$ cat src/rtl/axi_lite_pkg.sv
// Shared types and constants for the AXI4-Lite control-port initiator.
package axi_lite_pkg;

  // Transaction sequencing states of the initiator.
  typedef enum logic [2:0] {
    ST_IDLE    = 3'd0,
    ST_WR_REQ  = 3'd1,
    ST_WR_RESP = 3'd2,
    ST_RD_REQ  = 3'd3,
    ST_RD_RESP = 3'd4,
    ST_DONE    = 3'd5
  } state_t;

  // AXI response encodings, reported untouched on rsp_resp.
  localparam logic [1:0] RESP_OKAY   = 2'b00;
  localparam logic [1:0] RESP_EXOKAY = 2'b01;
  localparam logic [1:0] RESP_SLVERR = 2'b10;
  localparam logic [1:0] RESP_DECERR = 2'b11;

  // Control registers are always written as full 32-bit words.
  localparam logic [3:0] STRB_ALL = 4'hF;

endpackage

$ cat src/rtl/axi_lite_control_master_if.sv
// AXI4-Lite bus between the control initiator and a kernel's S_AXI_CONTROL port.
//
// Handshake rule on every channel: a transfer happens on the rising clock edge
// where VALID and READY are both high. The source raises VALID without waiting
// for READY, keeps it high with ADDR/DATA stable until that edge, and may drop
// it only afterwards. READY may be raised or lowered freely.
interface axi_lite_control_master_if #(
  parameter int ADDR_W = 64,
  parameter int DATA_W = 32
);

  logic                awvalid;
  logic                awready;
  logic [ADDR_W-1:0]   awaddr;
  logic                wvalid;
  logic                wready;
  logic [DATA_W-1:0]   wdata;
  logic [DATA_W/8-1:0] wstrb;
  logic                bvalid;
  logic                bready;
  logic [1:0]          bresp;
  logic                arvalid;
  logic                arready;
  logic [ADDR_W-1:0]   araddr;
  logic                rvalid;
  logic                rready;
  logic [DATA_W-1:0]   rdata;
  logic [1:0]          rresp;

  modport master (
    output awvalid, awaddr, wvalid, wdata, wstrb, bready, arvalid, araddr, rready,
    input  awready, wready, bvalid, bresp, arready, rvalid, rdata, rresp
  );

  modport slave (
    input  awvalid, awaddr, wvalid, wdata, wstrb, bready, arvalid, araddr, rready,
    output awready, wready, bvalid, bresp, arready, rvalid, rdata, rresp
  );

endinterface

$ cat src/rtl/axi_lite_control_master.sv
// Single-outstanding AXI4-Lite initiator: turns one cmd_* request into one
// AXI4-Lite read or write and returns a one-cycle rsp_valid pulse with the
// slave's data/response. Every output comes straight from a flop.
module axi_lite_control_master
  import axi_lite_pkg::*;
#(
  parameter int ADDR_W = 64,
  parameter int DATA_W = 32
) (
  input  logic                      ap_clk,
  input  logic                      ap_rst,
  input  logic                      cmd_valid,
  output logic                      cmd_ready,
  input  logic                      cmd_write,
  input  logic [ADDR_W-1:0]         cmd_addr,
  input  logic [DATA_W-1:0]         cmd_wdata,
  output logic                      rsp_valid,
  output logic [DATA_W-1:0]         rsp_rdata,
  output logic [1:0]                rsp_resp,
  output state_t                    state_dbg,
  axi_lite_control_master_if.master m_axi_control
);

  state_t              state_q, state_d;
  logic                aw_done_q, aw_done_d;
  logic                w_done_q, w_done_d;
  logic                awvalid_q, awvalid_d;
  logic                wvalid_q, wvalid_d;
  logic [DATA_W/8-1:0] wstrb_q, wstrb_d;
  logic                arvalid_q, arvalid_d;
  logic                bready_q, bready_d;
  logic                rready_q, rready_d;
  logic [ADDR_W-1:0]   awaddr_q, awaddr_d;
  logic [ADDR_W-1:0]   araddr_q, araddr_d;
  logic [DATA_W-1:0]   wdata_q, wdata_d;
  logic                cmd_ready_q, cmd_ready_d;
  logic                rsp_valid_q, rsp_valid_d;
  logic [DATA_W-1:0]   rsp_rdata_q, rsp_rdata_d;
  logic [1:0]          rsp_resp_q, rsp_resp_d;

  logic aw_hs, w_hs, b_hs, ar_hs, r_hs;

  assign aw_hs = awvalid_q & m_axi_control.awready;
  assign w_hs  = wvalid_q  & m_axi_control.wready;
  assign b_hs  = bready_q  & m_axi_control.bvalid;
  assign ar_hs = arvalid_q & m_axi_control.arready;
  assign r_hs  = rready_q  & m_axi_control.rvalid;

  // Next state plus the next value of every registered output.
  always_comb begin
    state_d     = state_q;
    aw_done_d   = aw_done_q;
    w_done_d    = w_done_q;
    awaddr_d    = awaddr_q;
    araddr_d    = araddr_q;
    wdata_d     = wdata_q;
    rsp_rdata_d = rsp_rdata_q;
    rsp_resp_d  = rsp_resp_q;

    unique case (state_q)
      ST_IDLE: begin
        if (cmd_valid && cmd_ready_q) begin
          aw_done_d = 1'b0;
          w_done_d  = 1'b0;
          if (cmd_write) begin
            awaddr_d = cmd_addr;
            wdata_d  = cmd_wdata;
            state_d  = ST_WR_REQ;
          end else begin
            araddr_d = cmd_addr;
            state_d  = ST_RD_REQ;
          end
        end
      end
      ST_WR_REQ: begin
        // AW and W complete independently; the slave may take them in either order.
        aw_done_d = aw_done_q | aw_hs;
        w_done_d  = w_done_q | w_hs;
        if (aw_done_d && w_done_d) state_d = ST_WR_RESP;
      end
      ST_WR_RESP: begin
        if (b_hs) begin
          rsp_resp_d  = m_axi_control.bresp;
          rsp_rdata_d = '0;
          state_d     = ST_DONE;
        end
      end
      ST_RD_REQ: begin
        if (ar_hs) state_d = ST_RD_RESP;
      end
      ST_RD_RESP: begin
        if (r_hs) begin
          rsp_resp_d  = m_axi_control.rresp;
          rsp_rdata_d = m_axi_control.rdata;
          state_d     = ST_DONE;
        end
      end
      ST_DONE: state_d = ST_IDLE;
      default: state_d = ST_IDLE;
    endcase

    // Handshake outputs follow the state being entered, so they are flop outputs.
    awvalid_d   = (state_d == ST_WR_REQ) && !aw_done_d;
    wvalid_d    = (state_d == ST_WR_REQ) && !w_done_d;
    wstrb_d     = wvalid_d ? STRB_ALL : '0;
    arvalid_d   = (state_d == ST_RD_REQ);
    bready_d    = (state_d == ST_WR_RESP);
    rready_d    = (state_d == ST_RD_RESP);
    rsp_valid_d = (state_d == ST_DONE);
    cmd_ready_d = (state_d == ST_IDLE);
  end

  // State and output registers; reset aborts any transaction in flight.
  always_ff @(posedge ap_clk) begin
    if (ap_rst) begin
      state_q     <= ST_IDLE;
      aw_done_q   <= 1'b0;
      w_done_q    <= 1'b0;
      awvalid_q   <= 1'b0;
      wvalid_q    <= 1'b0;
      wstrb_q     <= '0;
      arvalid_q   <= 1'b0;
      bready_q    <= 1'b0;
      rready_q    <= 1'b0;
      awaddr_q    <= '0;
      araddr_q    <= '0;
      wdata_q     <= '0;
      cmd_ready_q <= 1'b0;
      rsp_valid_q <= 1'b0;
      rsp_rdata_q <= '0;
      rsp_resp_q  <= '0;
    end else begin
      state_q     <= state_d;
      aw_done_q   <= aw_done_d;
      w_done_q    <= w_done_d;
      awvalid_q   <= awvalid_d;
      wvalid_q    <= wvalid_d;
      wstrb_q     <= wstrb_d;
      arvalid_q   <= arvalid_d;
      bready_q    <= bready_d;
      rready_q    <= rready_d;
      awaddr_q    <= awaddr_d;
      araddr_q    <= araddr_d;
      wdata_q     <= wdata_d;
      cmd_ready_q <= cmd_ready_d;
      rsp_valid_q <= rsp_valid_d;
      rsp_rdata_q <= rsp_rdata_d;
      rsp_resp_q  <= rsp_resp_d;
    end
  end

  assign cmd_ready             = cmd_ready_q;
  assign rsp_valid             = rsp_valid_q;
  assign rsp_rdata             = rsp_rdata_q;
  assign rsp_resp              = rsp_resp_q;
  assign state_dbg             = state_q;
  assign m_axi_control.awvalid = awvalid_q;
  assign m_axi_control.awaddr  = awaddr_q;
  assign m_axi_control.wvalid  = wvalid_q;
  assign m_axi_control.wdata   = wdata_q;
  assign m_axi_control.wstrb   = wstrb_q;
  assign m_axi_control.bready  = bready_q;
  assign m_axi_control.arvalid = arvalid_q;
  assign m_axi_control.araddr  = araddr_q;
  assign m_axi_control.rready  = rready_q;

endmodule

$ cat src/flat_wrapper.sv
// flat-port wrapper written by rule: the top's interface ports become plain ports
module axi_lite_control_master_flat import axi_lite_pkg::*;
#(
  parameter int ADDR_W = 64,
  parameter int DATA_W = 32
)
  (ap_clk, ap_rst, cmd_valid, cmd_ready, cmd_write, cmd_addr, cmd_wdata, rsp_valid, rsp_rdata, rsp_resp, state_dbg, m_axi_control_awvalid, m_axi_control_awaddr, m_axi_control_wvalid, m_axi_control_wdata, m_axi_control_wstrb, m_axi_control_bready, m_axi_control_arvalid, m_axi_control_araddr, m_axi_control_rready, m_axi_control_awready, m_axi_control_wready, m_axi_control_bvalid, m_axi_control_bresp, m_axi_control_arready, m_axi_control_rvalid, m_axi_control_rdata, m_axi_control_rresp);
  axi_lite_control_master_if #(.ADDR_W(ADDR_W), .DATA_W(DATA_W)) m_axi_control_i ();
  input  logic ap_clk;
  input  logic ap_rst;
  input  logic cmd_valid;
  output logic cmd_ready;
  input  logic cmd_write;
  input  logic [ADDR_W-1:0] cmd_addr;
  input  logic [DATA_W-1:0] cmd_wdata;
  output logic rsp_valid;
  output logic [DATA_W-1:0] rsp_rdata;
  output logic [1:0] rsp_resp;
  output state_t state_dbg;
  output wire logic [$bits(m_axi_control_i.awvalid)-1:0] m_axi_control_awvalid;
  output wire logic [$bits(m_axi_control_i.awaddr)-1:0] m_axi_control_awaddr;
  output wire logic [$bits(m_axi_control_i.wvalid)-1:0] m_axi_control_wvalid;
  output wire logic [$bits(m_axi_control_i.wdata)-1:0] m_axi_control_wdata;
  output wire logic [$bits(m_axi_control_i.wstrb)-1:0] m_axi_control_wstrb;
  output wire logic [$bits(m_axi_control_i.bready)-1:0] m_axi_control_bready;
  output wire logic [$bits(m_axi_control_i.arvalid)-1:0] m_axi_control_arvalid;
  output wire logic [$bits(m_axi_control_i.araddr)-1:0] m_axi_control_araddr;
  output wire logic [$bits(m_axi_control_i.rready)-1:0] m_axi_control_rready;
  input wire logic [$bits(m_axi_control_i.awready)-1:0] m_axi_control_awready;
  input wire logic [$bits(m_axi_control_i.wready)-1:0] m_axi_control_wready;
  input wire logic [$bits(m_axi_control_i.bvalid)-1:0] m_axi_control_bvalid;
  input wire logic [$bits(m_axi_control_i.bresp)-1:0] m_axi_control_bresp;
  input wire logic [$bits(m_axi_control_i.arready)-1:0] m_axi_control_arready;
  input wire logic [$bits(m_axi_control_i.rvalid)-1:0] m_axi_control_rvalid;
  input wire logic [$bits(m_axi_control_i.rdata)-1:0] m_axi_control_rdata;
  input wire logic [$bits(m_axi_control_i.rresp)-1:0] m_axi_control_rresp;
  assign m_axi_control_awvalid = m_axi_control_i.awvalid;
  assign m_axi_control_awaddr = m_axi_control_i.awaddr;
  assign m_axi_control_wvalid = m_axi_control_i.wvalid;
  assign m_axi_control_wdata = m_axi_control_i.wdata;
  assign m_axi_control_wstrb = m_axi_control_i.wstrb;
  assign m_axi_control_bready = m_axi_control_i.bready;
  assign m_axi_control_arvalid = m_axi_control_i.arvalid;
  assign m_axi_control_araddr = m_axi_control_i.araddr;
  assign m_axi_control_rready = m_axi_control_i.rready;
  assign m_axi_control_i.awready = m_axi_control_awready;
  assign m_axi_control_i.wready = m_axi_control_wready;
  assign m_axi_control_i.bvalid = m_axi_control_bvalid;
  assign m_axi_control_i.bresp = m_axi_control_bresp;
  assign m_axi_control_i.arready = m_axi_control_arready;
  assign m_axi_control_i.rvalid = m_axi_control_rvalid;
  assign m_axi_control_i.rdata = m_axi_control_rdata;
  assign m_axi_control_i.rresp = m_axi_control_rresp;
  axi_lite_control_master #(.ADDR_W(ADDR_W), .DATA_W(DATA_W)) u_core (.ap_clk(ap_clk), .ap_rst(ap_rst), .cmd_valid(cmd_valid), .cmd_ready(cmd_ready), .cmd_write(cmd_write), .cmd_addr(cmd_addr), .cmd_wdata(cmd_wdata), .rsp_valid(rsp_valid), .rsp_rdata(rsp_rdata), .rsp_resp(rsp_resp), .state_dbg(state_dbg), .m_axi_control(m_axi_control_i));
endmodule
$ cat config.mk
export PLATFORM = sky130hd
export DESIGN_NAME = axi_lite_control_master_flat
export DESIGN_NICKNAME = d
export VERILOG_FILES = /design/src/rtl/axi_lite_pkg.sv /design/src/rtl/axi_lite_control_master_if.sv /design/src/rtl/axi_lite_control_master.sv /design/src/flat_wrapper.sv
export SDC_FILE = /design/constraint.sdc
export NUM_CORES = 1
export LEC_CHECK = 0
export ABC_AREA = 1
export CORE_AREA = 2 2 137 139
export DETAILED_ROUTE_END_ITERATION = 8
export DIE_AREA = 0 0 139 141
export PLACE_DENSITY_LB_ADDON = 0.15
export SYNTH_ARGS = -nofsm -noshare
export SYNTH_HDL_FRONTEND = slang
export SYNTH_SLANG_ARGS = --single-unit
$ cat constraint.sdc
create_clock -name ap_clk -period 3 [get_ports ap_clk]
set_clock_uncertainty 0.1 [all_clocks]
set_input_delay 0.6 -clock ap_clk [delete_from_list [all_inputs] [get_ports ap_clk]]
set_output_delay 0.6 -clock ap_clk [all_outputs]
set_load 0.02 [all_outputs]
==> impl_results.md <==
* Post-CTS setup buffers at 0
* Ant diodes at 0
* Initial antenna violation count at 0
* DIE WIDTH at 139 µm
* Clock buffer depth at 3
* Cell count after synthesis at 950
* Yosys reg bits at 206
* Synth Area in Simple Gates at 23.9%
* Most common cell in the synthesized netlist: dfxtp_1
* WP data arrival at 1.59 ns
* Mean number of vias per cell at 4.97
* Setup-failing EPs final at 0
* HP Class: reg2reg
* Total of warnings raised by yosys at 0
* RSZ-0062 raised after global routing: no
* R2R cell count at 6
* Worst-path clk slew at 0.06 ns
* Nets at 1396
* Crit-path leading delay family: buffers and inverters
* First-pass GRT wire length at 37600 µm
* MaxCap Viol Count at 0
* Top FF cell, synth: dfxtp_1
* Synth top area share at 54.4%
* Pin slew with the least headroom to its limit at 0.590 ns
* P_leak at 4.31 nW
* Core ar. at 18300 µm²
* Crit share post-route at 76.5%
* Share of post-route cells with drive strength above 1 at 5.60%
* Kind of critical path: reg2out
* Synthesized-area fraction occupied by adder cells at 0%
* DIE HEIGHT at 141 µm
* Sequential fraction of the synthesis area at 54.4%
* Critical Path, Cell by Cell: clkdlybuf4s50_1
* CP max stage delay at 0.66 ns
* Number of synthesized flops with an enable pin at 0
* Max-slew violation count at 0
* Status: completed
* Total GRT Usage at 23.4%
* Drt initial violations at 422
* Mapped Avg Cell Area at 7.98 µm²
* PortBufs at 348
* DP HPWL at 15800 µm
* Vias in the first global route at 7104
* Synth Area in XOR/XNOR at 0%
* Post-Syn Area at 7580 µm²
* Vias at 7460
* CP Depth at 1
* Crit. End Element: primary output
* CP Buf/Inv Count at 1
* Crit-path max FO at 6
* Drt pass-1 iters at 4
* Row Count at 50
* Slowest cell on crit path: clkdlybuf4s50_1
* CP startpoint kind: flip-flop
* Synthesized Nets at 1091
* Worst EP required at 2.30 ns
* Worst-skew pair later-pin latency at 0.49 ns
* Routed Antenna Nets at 0
* Commonest cells in the netlist: dfxtp_1 (206), nor2_1 (182), a21oi_1 (130)
* GRT Residual Overflow at 0
* Post-Route WL at 24100 µm
* TritonCTS clock tree: done
* Relative slew slack at 60.6%
* Hold_ws at 0.359 ns
* Post-synthesis mux area share at 0%
* Fin crit period at 2.29 ns
* Clock sinks at 206
* Hold path depth at 2
* Final hold vios at 0
* Setup TNS at 0 ns
* CTS Hold Bufs at 0
* DRC viols at 0
* # IOs at 349
* H-Tree Depth at 1
* Area leader, netlist: dfxtp_1
* Synth area leaders: dfxtp_1 (54%), nor2_1 (9.0%), a21oi_1 (8.6%)
* Synth unique cells at 21
* Initial Utilization at 41.5%
* Total clock buffers created by CTS at 23
* VDD IR max at 0.374 mV
* Syn-to-layout area delta at 55.8%
* PD cells at 583 nW/µm²
* CTS resizes at 0
* Root Buffer Master: clkbuf_16
* Synth async-reset ratio at 0%
* Routability cong. at 0.771
* Drt wl/cell at 16.1 µm
* Largest family of logic cells by synthesized area: simple AND/OR/NAND/NOR gates
* Max Fclk at 0.436 GHz
* Synth Area in Compound Gates at 15.2%
* Largest net degree at the start of global routing at 104
* Die Footprint at 19600 µm²
-- flip-flops by register name (all words and copies together) (netlist names), 2 cells and up --
register / cells
u_core.m_axi_control.awaddr: 64
u_core.m_axi_control.araddr: 64
u_core.m_axi_control.wdata: 32
u_core.rsp_rdata: 32
u_core.rsp_resp: 2
u_core.state_dbg: 3
-- cell usage in the layout (no fill, tap or decap), types with 2 or more instances in the layout --
cell               n
inv_2              8
nor2_1           182
inv_1             10
bufinv_16          2
nor2_8             2
clkbuf_1           7
a21oi_1          130
clkdlybuf4s50_1  346
clkbuf_16         23
buf_12             6
clkbuf_8           3
o21ai_1           28
dfxtp_1          206
o21ai_0           72
nand3_1           91
nand3_2           13
nand2_1          123
buf_4              7
-- cells by family after synthesis --
group | count (synthesis)
buffers and inverters | 98
DFF | 206
AOI/OAI and AO/OA | 230
and+or+nand+nor | 416
-- layout make-up --
cell class,count,area (µm²)
Inverter,19,73.8
Fill cell,1582,6460
Sequential cell,206,4120
Clock inverter,4,76.3
Timing Repair Buffer,359,3640
Clock buffer,33,643
Tap cell,234,293
Multi-Input combinational cell,646,2960
-- layer usage --
layer	global-route usage [%]	vias up	share of wire, %
met2	39.0	269	46
met1	27.9	3405	41
li1	-	3725	-
met3	8.15	61	9.2
met4	8.88	0	3.6
met5	0	-	0
-- path summary, 6_finish.rpt --
path | slack, ns | from | endpoint
min | 0.36 | u_core.m_axi_control.awaddr[42] | u_core.m_axi_control.awaddr[42]
max | 0.71 | u_core.state_dbg[0] | state_dbg[0]
min reg2reg | 0.36 | u_core.m_axi_control.awaddr[42] | u_core.m_axi_control.awaddr[42]
max reg2reg | 1.21 | u_core.state_dbg[0] | u_core.m_axi_control.awvalid
-- power breakdown --
part	switching [mW]	internal, mW
Sequential	0.0790	2.88
Clock	1.08	1.65
Combinational	0.640	0.555
-- per-stage QoR --
stage | instance area (µm²) | instances | utilization, % | power [mW] | setup slack [ns]
global route | 11800 | 1501 | 64.6 | 7.17 | 0.664
detailed placement | 11100 | 1464 | 60.7 | 4.22 | 0.592
global placement | 11100 | 1464 | 60.7 | 4.21 | 0.628
floorplan | 7580 | 950 | - | 3.62 | 1.39
finish | 11800 | 1501 | 64.6 | 6.89 | 0.706
CTS | 11800 | 1501 | 64.6 | 6.95 | 0.685
Note: power is estimated with default switching activity, not from simulation.
